<file path="config.mk">
export PLATFORM = sky130hd
export DESIGN_NAME = dmem_rmw_ctrl_flat
export DESIGN_NICKNAME = d
export VERILOG_FILES = /design/src/rtl/dmem_rmw_ctrl_if.sv /design/src/rtl/dmem_rmw_ctrl.sv /design/src/flat_wrapper.sv
export SDC_FILE = /design/constraint.sdc
export NUM_CORES = 1
export LEC_CHECK = 0
export ABC_AREA = 0
export CORE_UTILIZATION = 47
export CTS_CLUSTER_DIAMETER = 30
export CTS_CLUSTER_SIZE = 40
export DETAILED_ROUTE_END_ITERATION = 16
export PLACE_DENSITY = 0.81
export SLEW_MARGIN = 25
export SYNTH_ARGS = -nofsm -noshare
export SYNTH_HDL_FRONTEND = slang
export SYNTH_SLANG_ARGS = --single-unit
</file>
<file path="constraint.sdc">
create_clock -name i_clock -period 3.2 [get_ports i_clock]
set_clock_uncertainty 0.05 [all_clocks]
set_input_delay 0.64 -clock i_clock [delete_from_list [all_inputs] [get_ports i_clock]]
set_output_delay 0.64 -clock i_clock [all_outputs]
set_load 0.05 [all_outputs]
</file>
<file path="src/rtl/dmem_rmw_ctrl_if.sv">
// Request, response and SRAM bus bundle for the data-memory RMW controller.
// The master side is the MEM stage plus the SRAM; the slave side is the controller.
interface dmem_rmw_ctrl_if #(
   parameter int NB_ADDR   = 32,
   parameter int NB_WORD   = 32,
   parameter int NB_FUNCT3 = 3
);
   logic                 req_valid;
   logic                 req_wr;
   logic [NB_ADDR-1:0]   req_addr;
   logic [NB_WORD-1:0]   req_wr_data;
   logic [NB_FUNCT3-1:0] req_funct3;
   logic                 ready;
   logic                 done;
   logic                 fault;
   logic [NB_WORD-1:0]   rd_data;
   logic [NB_ADDR-3:0]   mem_addr;
   logic                 mem_rd_en;
   logic                 mem_wr_en;
   logic [NB_WORD-1:0]   mem_wr_data;
   logic [NB_WORD-1:0]   mem_rd_data;

   modport master (
      output req_valid, req_wr, req_addr, req_wr_data, req_funct3, mem_rd_data,
      input  ready, done, fault, rd_data, mem_addr, mem_rd_en, mem_wr_en, mem_wr_data
   );

   modport slave (
      input  req_valid, req_wr, req_addr, req_wr_data, req_funct3, mem_rd_data,
      output ready, done, fault, rd_data, mem_addr, mem_rd_en, mem_wr_en, mem_wr_data
   );
endinterface

</file>
<file path="src/rtl/dmem_rmw_ctrl.sv">
// Data-memory controller: byte/half/word loads and stores over a word-wide
// single-port SRAM with 1-cycle read latency. Sub-word stores use
// read-modify-write; loads are lane-extracted and sign/zero-extended.
module dmem_rmw_ctrl #(
   parameter int NB_ADDR   = 32,
   parameter int NB_WORD   = 32,
   parameter int NB_FUNCT3 = 3
) (
   input logic               i_clock,
   input logic               i_reset,
   dmem_rmw_ctrl_if.slave    bus
);
   localparam int N_LANES = NB_WORD / 8;

   typedef enum logic [2:0] {
      ST_IDLE,
      ST_READ,
      ST_RESP,
      ST_RMW,
      ST_WRITE,
      ST_FAULT
   } state_t;

   state_t               state_reg;
   logic                 wr_reg;
   logic [NB_ADDR-1:0]   addr_reg;
   logic [NB_WORD-1:0]   req_data_reg;
   logic [NB_FUNCT3-1:0] funct3_reg;
   logic                 ready_reg;
   logic                 done_reg;
   logic                 fault_reg;
   logic [NB_WORD-1:0]   rd_data_reg;
   logic [NB_ADDR-3:0]   mem_addr_reg;
   logic                 mem_rd_en_reg;
   logic                 mem_wr_en_reg;
   logic [NB_WORD-1:0]   mem_wr_data_reg;

   logic                 req_fault;
   logic                 req_illegal;
   logic                 req_misaligned;
   logic [NB_WORD-1:0]   merged_word;
   logic [NB_WORD-1:0]   load_value;
   logic [7:0]           rd_bytes [N_LANES];
   logic [7:0]           byte_pick;
   logic [15:0]          half_pick;
   logic                 store_is_byte;

   // Fault decode on the live request; only meaningful in IDLE when accepting.
   always_comb begin
      req_illegal    = 1'b0;
      req_misaligned = 1'b0;
      if (bus.req_wr) begin
         req_illegal = (bus.req_funct3 >= 3'b011);
      end else begin
         req_illegal = (bus.req_funct3 == 3'b011) || (bus.req_funct3 == 3'b110) ||
                       (bus.req_funct3 == 3'b111);
      end
      if (bus.req_funct3[1:0] == 2'b01) begin
         req_misaligned = bus.req_addr[0];
      end else if (bus.req_funct3[1:0] == 2'b10) begin
         req_misaligned = (bus.req_addr[1:0] != 2'b00);
      end
      req_fault = req_illegal || req_misaligned;
   end

   assign store_is_byte = (funct3_reg[1:0] == 2'b00);

   // Per-lane merge for RMW and lane split for loads, both straight off the SRAM read word.
   generate
      for (genvar gi = 0; gi < N_LANES; gi++) begin : g_lane
         logic       lane_hit;
         logic [7:0] lane_src;
         assign lane_hit = store_is_byte ? (addr_reg[1:0] == 2'(gi))
                                         : (addr_reg[1] == 1'(gi / 2));
         assign lane_src = store_is_byte ? req_data_reg[7:0]
                                         : req_data_reg[8*(gi%2) +: 8];
         assign merged_word[8*gi +: 8] = lane_hit ? lane_src : bus.mem_rd_data[8*gi +: 8];
         assign rd_bytes[gi] = bus.mem_rd_data[8*gi +: 8];
      end
   endgenerate

   // Lane extraction and extension of the SRAM read word for the pending load.
   always_comb begin
      byte_pick = rd_bytes[addr_reg[1:0]];
      half_pick = addr_reg[1] ? bus.mem_rd_data[31:16] : bus.mem_rd_data[15:0];
      case (funct3_reg)
         3'b000:  load_value = {{(NB_WORD-8){byte_pick[7]}}, byte_pick};
         3'b001:  load_value = {{(NB_WORD-16){half_pick[15]}}, half_pick};
         3'b100:  load_value = {{(NB_WORD-8){1'b0}}, byte_pick};
         3'b101:  load_value = {{(NB_WORD-16){1'b0}}, half_pick};
         default: load_value = bus.mem_rd_data;
      endcase
   end

   // Controller FSM with registered handshake and SRAM strobes.
   always_ff @(posedge i_clock) begin
      if (i_reset) begin
         state_reg       <= ST_IDLE;
         wr_reg          <= 1'b0;
         addr_reg        <= '0;
         req_data_reg    <= '0;
         funct3_reg      <= '0;
         ready_reg       <= 1'b1;
         done_reg        <= 1'b0;
         fault_reg       <= 1'b0;
         rd_data_reg     <= '0;
         mem_addr_reg    <= '0;
         mem_rd_en_reg   <= 1'b0;
         mem_wr_en_reg   <= 1'b0;
         mem_wr_data_reg <= '0;
      end else begin
         case (state_reg)
            ST_IDLE: begin
               if (bus.req_valid) begin
                  wr_reg       <= bus.req_wr;
                  addr_reg     <= bus.req_addr;
                  req_data_reg <= bus.req_wr_data;
                  funct3_reg   <= bus.req_funct3;
                  mem_addr_reg <= bus.req_addr[NB_ADDR-1:2];
                  ready_reg    <= 1'b0;
                  if (req_fault) begin
                     state_reg <= ST_FAULT;
                     done_reg  <= 1'b1;
                     fault_reg <= 1'b1;
                  end else if (bus.req_wr && (bus.req_funct3[1:0] == 2'b10)) begin
                     state_reg       <= ST_WRITE;
                     mem_wr_en_reg   <= 1'b1;
                     mem_wr_data_reg <= bus.req_wr_data;
                     done_reg        <= 1'b1;
                  end else begin
                     state_reg     <= ST_READ;
                     mem_rd_en_reg <= 1'b1;
                  end
               end
            end
            ST_READ: begin
               mem_rd_en_reg <= 1'b0;
               done_reg      <= 1'b1;
               if (wr_reg) begin
                  state_reg     <= ST_RMW;
                  mem_wr_en_reg <= 1'b1;
               end else begin
                  state_reg <= ST_RESP;
               end
            end
            ST_RESP: begin
               rd_data_reg <= load_value;
               done_reg    <= 1'b0;
               ready_reg   <= 1'b1;
               state_reg   <= ST_IDLE;
            end
            ST_RMW: begin
               mem_wr_data_reg <= merged_word;
               mem_wr_en_reg   <= 1'b0;
               done_reg        <= 1'b0;
               ready_reg       <= 1'b1;
               state_reg       <= ST_IDLE;
            end
            default: begin
               // WRITE and FAULT both finish in one cycle.
               mem_wr_en_reg <= 1'b0;
               done_reg      <= 1'b0;
               fault_reg     <= 1'b0;
               ready_reg     <= 1'b1;
               state_reg     <= ST_IDLE;
            end
         endcase
      end
   end

   // Strobes and completion are masked by reset so an interrupted request never writes or completes.
   assign bus.ready       = ready_reg;
   assign bus.done        = done_reg & ~i_reset;
   assign bus.fault       = fault_reg & ~i_reset;
   assign bus.mem_rd_en   = mem_rd_en_reg & ~i_reset;
   assign bus.mem_wr_en   = mem_wr_en_reg & ~i_reset;
   assign bus.mem_addr    = mem_addr_reg;
   // Read data and merged word only exist in the cycle after the SRAM read, so they bypass the registers there.
   assign bus.rd_data     = ((state_reg == ST_RESP) && !i_reset) ? load_value : rd_data_reg;
   assign bus.mem_wr_data = (state_reg == ST_RMW) ? merged_word : mem_wr_data_reg;
endmodule

</file>
<file path="src/flat_wrapper.sv">
// flat-port wrapper written by rule: the top's interface ports become plain ports
module dmem_rmw_ctrl_flat 
#(
   parameter int NB_ADDR   = 32,
   parameter int NB_WORD   = 32,
   parameter int NB_FUNCT3 = 3
)
  (i_clock, i_reset, bus_req_valid, bus_req_wr, bus_req_addr, bus_req_wr_data, bus_req_funct3, bus_mem_rd_data, bus_ready, bus_done, bus_fault, bus_rd_data, bus_mem_addr, bus_mem_rd_en, bus_mem_wr_en, bus_mem_wr_data);
  dmem_rmw_ctrl_if #(.NB_ADDR(NB_ADDR), .NB_WORD(NB_WORD), .NB_FUNCT3(NB_FUNCT3)) bus_i ();
  input logic i_clock;
  input logic i_reset;
  input wire logic [$bits(bus_i.req_valid)-1:0] bus_req_valid;
  input wire logic [$bits(bus_i.req_wr)-1:0] bus_req_wr;
  input wire logic [$bits(bus_i.req_addr)-1:0] bus_req_addr;
  input wire logic [$bits(bus_i.req_wr_data)-1:0] bus_req_wr_data;
  input wire logic [$bits(bus_i.req_funct3)-1:0] bus_req_funct3;
  input wire logic [$bits(bus_i.mem_rd_data)-1:0] bus_mem_rd_data;
  output wire logic [$bits(bus_i.ready)-1:0] bus_ready;
  output wire logic [$bits(bus_i.done)-1:0] bus_done;
  output wire logic [$bits(bus_i.fault)-1:0] bus_fault;
  output wire logic [$bits(bus_i.rd_data)-1:0] bus_rd_data;
  output wire logic [$bits(bus_i.mem_addr)-1:0] bus_mem_addr;
  output wire logic [$bits(bus_i.mem_rd_en)-1:0] bus_mem_rd_en;
  output wire logic [$bits(bus_i.mem_wr_en)-1:0] bus_mem_wr_en;
  output wire logic [$bits(bus_i.mem_wr_data)-1:0] bus_mem_wr_data;
  assign bus_i.req_valid = bus_req_valid;
  assign bus_i.req_wr = bus_req_wr;
  assign bus_i.req_addr = bus_req_addr;
  assign bus_i.req_wr_data = bus_req_wr_data;
  assign bus_i.req_funct3 = bus_req_funct3;
  assign bus_i.mem_rd_data = bus_mem_rd_data;
  assign bus_ready = bus_i.ready;
  assign bus_done = bus_i.done;
  assign bus_fault = bus_i.fault;
  assign bus_rd_data = bus_i.rd_data;
  assign bus_mem_addr = bus_i.mem_addr;
  assign bus_mem_rd_en = bus_i.mem_rd_en;
  assign bus_mem_wr_en = bus_i.mem_wr_en;
  assign bus_mem_wr_data = bus_i.mem_wr_data;
  dmem_rmw_ctrl #(.NB_ADDR(NB_ADDR), .NB_WORD(NB_WORD), .NB_FUNCT3(NB_FUNCT3)) u_core (.i_clock(i_clock), .i_reset(i_reset), .bus(bus_i));
endmodule
</file>
## Yosys cells after proc, flatten, opt, wreduce, memory -nomap -nowiden

Index checks and enable logic that the tools add are counted.

| word-level totals | value |
|---|---|
| output and inout port bits | 99 |
| bits in registers | 124 |
| input bits | 103 |
| word-level logic and storage cells | 112 |

| operators by class | value |
|---|---|
| multiplexer cells | 45 |
| reductions and logical operators | 21 |
| $lt $le $gt $ge | 2 |
| bitwise operators | 10 |
| eq/ne operators | 21 |

Operator list:

| kind | count |
|---|---|
| two-way mux 32 bit | 5 |
| one-hot mux 32 bit (4 select lines) | 1 |
| one-hot mux 32 bit (2 select lines) | 1 |
| two-way mux 8 bit | 7 |
| two-way mux 1 bit | 20 |
| binary-select mux 8 bit (select 2 bit) | 1 |
| two-way mux 16 bit | 1 |
| == test 3 bit (second input constant) | 4 |
| == test 3 x 2 -> 1 bit (second input constant) | 3 |
| two-way mux 3 bit | 3 |
| one-hot mux 1 bit (2 select lines) | 4 |
| AND reduction 4 bit | 2 |
| == test 2 bit (second input constant) | 3 |
| == test 3 x 1 -> 1 bit (second input constant) | 2 |
| zero test 3 bit | 2 |
| inequality test 2 x 1 -> 1 bit (second input constant) | 3 |
| inequality test 2 bit (second input constant) | 3 |
| one-hot mux 3 bit (2 select lines) | 1 |
| AND reduction 2 bit | 3 |
| nonzero test 2 bit | 3 |
| NOT 1 bit | 5 |
| AND reduction 5 bit | 1 |
| AND 1 bit | 4 |
| == test 2 x 1 -> 1 bit (second input constant) | 2 |
| 11 further kinds | 15 |

## Logic depth before layout (Yosys ltp)

| logic depth | value |
|---|---|
| word-level depth | 8 |
| gate-level depth with buffers | 7 |

## Worst setup path after synthesis

Ideal clock, no wire load.

| timing path | value |
|---|---|
| kind | input -> output |
| start | input port i_reset |
| end | output port bus_rd_data[25] |
| path buffers | 3 |
| data arrival time | 2.730 ns |
| slack | -0.220 ns |
| stages | 6 |
| cell sequence | clkbuf_1 -> nor2_1 -> nand3b_1 -> clkbuf_1 -> clkbuf_1 -> o21ai_0 |

| on the way | value |
|---|---|
| cells in the longest elaborated chain, start to end | 3 |

RTL lines:

| element | line | source |
|---|---|---|
| from (decl) | flat_wrapper.sv:11 | `input logic i_reset;` |
| zero test 1 bit | dmem_rmw_ctrl.sv:179 | `assign bus.rd_data = ((state_reg == ST_RESP) && !i_reset) ? load_value : rd_data_reg;` |
| logical AND 1 bit | dmem_rmw_ctrl.sv:179 |  |
| two-way mux 32 bit | dmem_rmw_ctrl.sv:179 |  |
| to (decl) | flat_wrapper.sv:21 | `output wire logic [$bits(bus_i.rd_data)-1:0] bus_rd_data;` |

No other way between the ends.

## Final worst setup path

| timing path | value |
|---|---|
| start | input port bus_mem_rd_data[7] |
| end | output port bus_rd_data[12] |

| on the way | value |
|---|---|
| cells in the longest elaborated chain, start to end | 5 |

RTL lines:

| element | line | source |
|---|---|---|
| from (decl) | flat_wrapper.sv:17 | `input wire logic [$bits(bus_i.mem_rd_data)-1:0] bus_mem_rd_data;` |
| binary-select mux 8 bit (select 2 bit) | dmem_rmw_ctrl.sv:84 | `byte_pick = rd_bytes[addr_reg[1:0]];` |
| two-way mux 8 bit (not written as such) (2 in a row) | dmem_rmw_ctrl.sv:84 |  |
| one-hot mux 32 bit (4 select lines) | dmem_rmw_ctrl.sv:86 | `case (funct3_reg)` |
| two-way mux 32 bit | dmem_rmw_ctrl.sv:179 |  |

No other way between the ends. The select of a mux whose other input is x is not followed.

==> summary.md <==
| Metric | Value |
|---|---|
| Pin count of the biggest net entering global routing | `74` |
| Synth cell types | `46` |
| Status | `finished, final reports clean` |
| Cells after Synth | `830` |
| Initial antenna violation count | `0` |
| Internal power | `0.00327 W` |
| Async S/R FF share, synth | `0%` |
| CORE AREA | `0.0132 mm²` |
| Post-synthesis sequential area ratio | `39.2%` |
| Post-DP HPWL | `14700 µm` |
| Clock tree buffer depth | `2` |
| Startpoint Class | `primary input` |
| Fmax | `316 MHz` |
| CTS tree | `built` |
| Fill cell count | `970` |
| P_sw | `0.00133 W` |
| Slew @ Worst Pin | `0.712 ns` |
| R2r setup slk | `0.83 ns` |
| CP arrival | `2.47 ns` |
| Post CTS Setup Buffer Count | `0` |
| Worst-path clk slew | `0.05 ns` |
| CP Depth | `5` |
| Routed Antenna Nets | `0` |
| I/O Buffers | `201` |
| Crit end category | `output port` |
| Cell Chain, Critical Path | `clkdlybuf4s50_1, mux4_2, and4b_2, a211o_1, buf_12` |
| Minimum hold slack | `0.395 ns` |
| Die Span X | `118 µm` |
| Logic pwr share | `22.5%` |
| Vias in the first global route | `6555` |
| Final WL | `21100 µm` |
| I/O pin total | `202` |
| Most frequent cells in the layout | `nand2_1, clkdlybuf4s50_1, dfxtp_1` |
| CP max stage cell | `clkdlybuf4s50_1` |
| Switching share of power | `29.0%` |
| Cts repair resizes | `1` |
| Row count | `42` |
| Worst Path Buf+Inv | `2` |
| Flop pwr share | `36.6%` |
| Area growth syn-to-layout | `54.3%` |
| Post-layout nets | `1115` |
| Final period util | `98.8%` |
| EDFF count, synth | `0` |
| Hold path cells | `2` |
| Number of detailed-route iterations in the first pass | `7` |
| CP peak stage delay | `0.51 ns` |
| Routed WL per cell | `17.6 µm` |
| Peak supply drop | `0.386 mV` |
| Leakage power | `3.98 nW` |
| FF+latch count, synth | `124` |
| Layout cells sized above 1 | `15.4%` |
| GR Overflow Total | `0` |
| Cell Area, Synth | `0.00634 mm²` |
| Number of H-tree levels | `4` |
| Worst-case reg-to-reg path depth | `6` |
| Die Ht | `118 µm` |
| Unrepaired setup endpoints after global routing | `false` |
| CTS sink cnt | `124` |
| Endpoints failing setup | `0` |
| Part of the power in the clock network | `40.9%` |
| Placed Area | `0.00919 mm²` |
| Hold Violations, Final | `0` |
| Total number of vias | `6814` |
| Synth Warn # | `0` |
| # DRC | `0` |
| Clock root cell | `clkbuf_16` |
| Max_cap viols | `0` |
| Worst EP required | `2.51 ns` |
| Leading cell type in the layout, fill and taps excluded | `nand2_1` |
| Hold_buf cts | `0` |
| Placed cell count | `1169` |
| Most used DFF post-synth | `dfxtp_1` |
| Initial Util | `48.0%` |
| PwrDens | `471 mW/mm²` |
| Crit path kind | `primary input to output port` |
| First-pass GRT wire length | `33400 µm` |
| Syn_nets | `933` |
| Total Routing Usage GR | `30.3%` |
| Fin. max-slew vios | `0` |
| Skew-Pair Late Insertion Delay | `0.42 ns` |
| Initial drt markers | `616` |
| Inserted Clock Buffers | `17` |
| Antenna Cells | `0` |
| Via density | `5.68` |
| Finished Layout Cells | `1200` |
| Crit-path leading delay family | `buffers and inverters` |
| Tmin final | `3.16 ns` |
| Hold Path Class | `flip-flop to flip-flop` |
| CP Max Fanout | `8` |
| Pwr Total | `0.00460 W` |
| Post-layout instance area | `0.00978 mm²` |
| Avg Synthesized Cell Area | `7.64 µm²` |
| Die area | `0.0140 mm²` |
| Rel. slew slack | `52.5%` |
| GP Congestion | `0.910` |
| Setup TNS | `0 ns` |
[power by group through the flow]
stage / combinational (W) / clock (W) / sequential [W]
global placement: 0.00101 / 0 / 0.00171
global route: 0.00110 / 0.00197 / 0.00169
CTS: 0.00103 / 0.00189 / 0.00168
floorplan: 0.000489 / 0 / 0.00179
finish: 0.00103 / 0.00188 / 0.00169
detailed placement: 0.00102 / 0 / 0.00171
[routing by layer]
metal,global-route usage [%],up-vias,routed length (µm)
li1,-,3274,-
met4,12.2,0,576
met1,37.0,3131,8590
met5,0,-,0
met3,8.28,49,1800
met2,50.1,360,10100
[synth_stat cells, types with 15 or more instances]
| cell type | number | area (µm²) |
|---|---|---|
| nand2_1 | 263 | 987 |
| dfxtp_1 | 124 | 2480 |
| a21oi_1 | 70 | 350 |
| o21ai_0 | 69 | 345 |
| clkbuf_1 | 48 | 180 |
| nor2_1 | 26 | 97.6 |
| mux2i_1 | 24 | 240 |
| a211o_1 | 23 | 201 |
| a22oi_1 | 16 | 120 |
| nand3_1 | 16 | 80.1 |
| o211ai_1 | 16 | 120 |
| a311oi_2 | 15 | 225 |
| nor2b_1 | 15 | 93.8 |
[cells by family after synthesis]
kind of cell           share of synthesized area, %
AO/OA/AOI/OAI                                  25.5
buffers and inverters                          4.58
flip-flops                                     39.2
multiplexers                                   4.68
AND/OR/NAND/NOR                                26.0
[tightest hold or removal path, delay by kind of cell (launching register included)]
kind,cells,cell delay (ns)
and+or+nand+nor,2,0.09
DFF,1,0.31
[layout make-up]
cell class | instances | area, µm² | share of cell area, %
Clock buffer | 23 | 488 | 4.99
Tap cell | 176 | 220 | 2.25
Sequential cell | 124 | 2480 | 25.4
Clock inverter | 8 | 90.1 | 0.921
Inverter | 1 | 3.75 | 0.0384
Timing Repair Buffer | 230 | 2900 | 29.7
Multi-Input combinational cell | 638 | 3590 | 36.7
[worst paths after layout]
check | from | endpoint
min reg2reg | u_core.rd_data_reg[1] | u_core.rd_data_reg[1]
max | bus_mem_rd_data[7] | bus_rd_data[12]
max reg2reg | u_core.state_reg[0] | u_core.mem_wr_data_reg[16]
min | u_core.rd_data_reg[1] | u_core.rd_data_reg[1]
[metrics by stage]
step / setup slack (ns) / util (%)
6_report: 0.0384 / 74.1
2_1_floorplan: -0.220 / -
4_1_cts: 0.0425 / 74.0
3_3_place_gp: 0.0652 / 69.6
3_5_place_dp: 0.0510 / 69.6
5_1_grt: 0.00539 / 74.1
(Power assumes the default switching activity.)
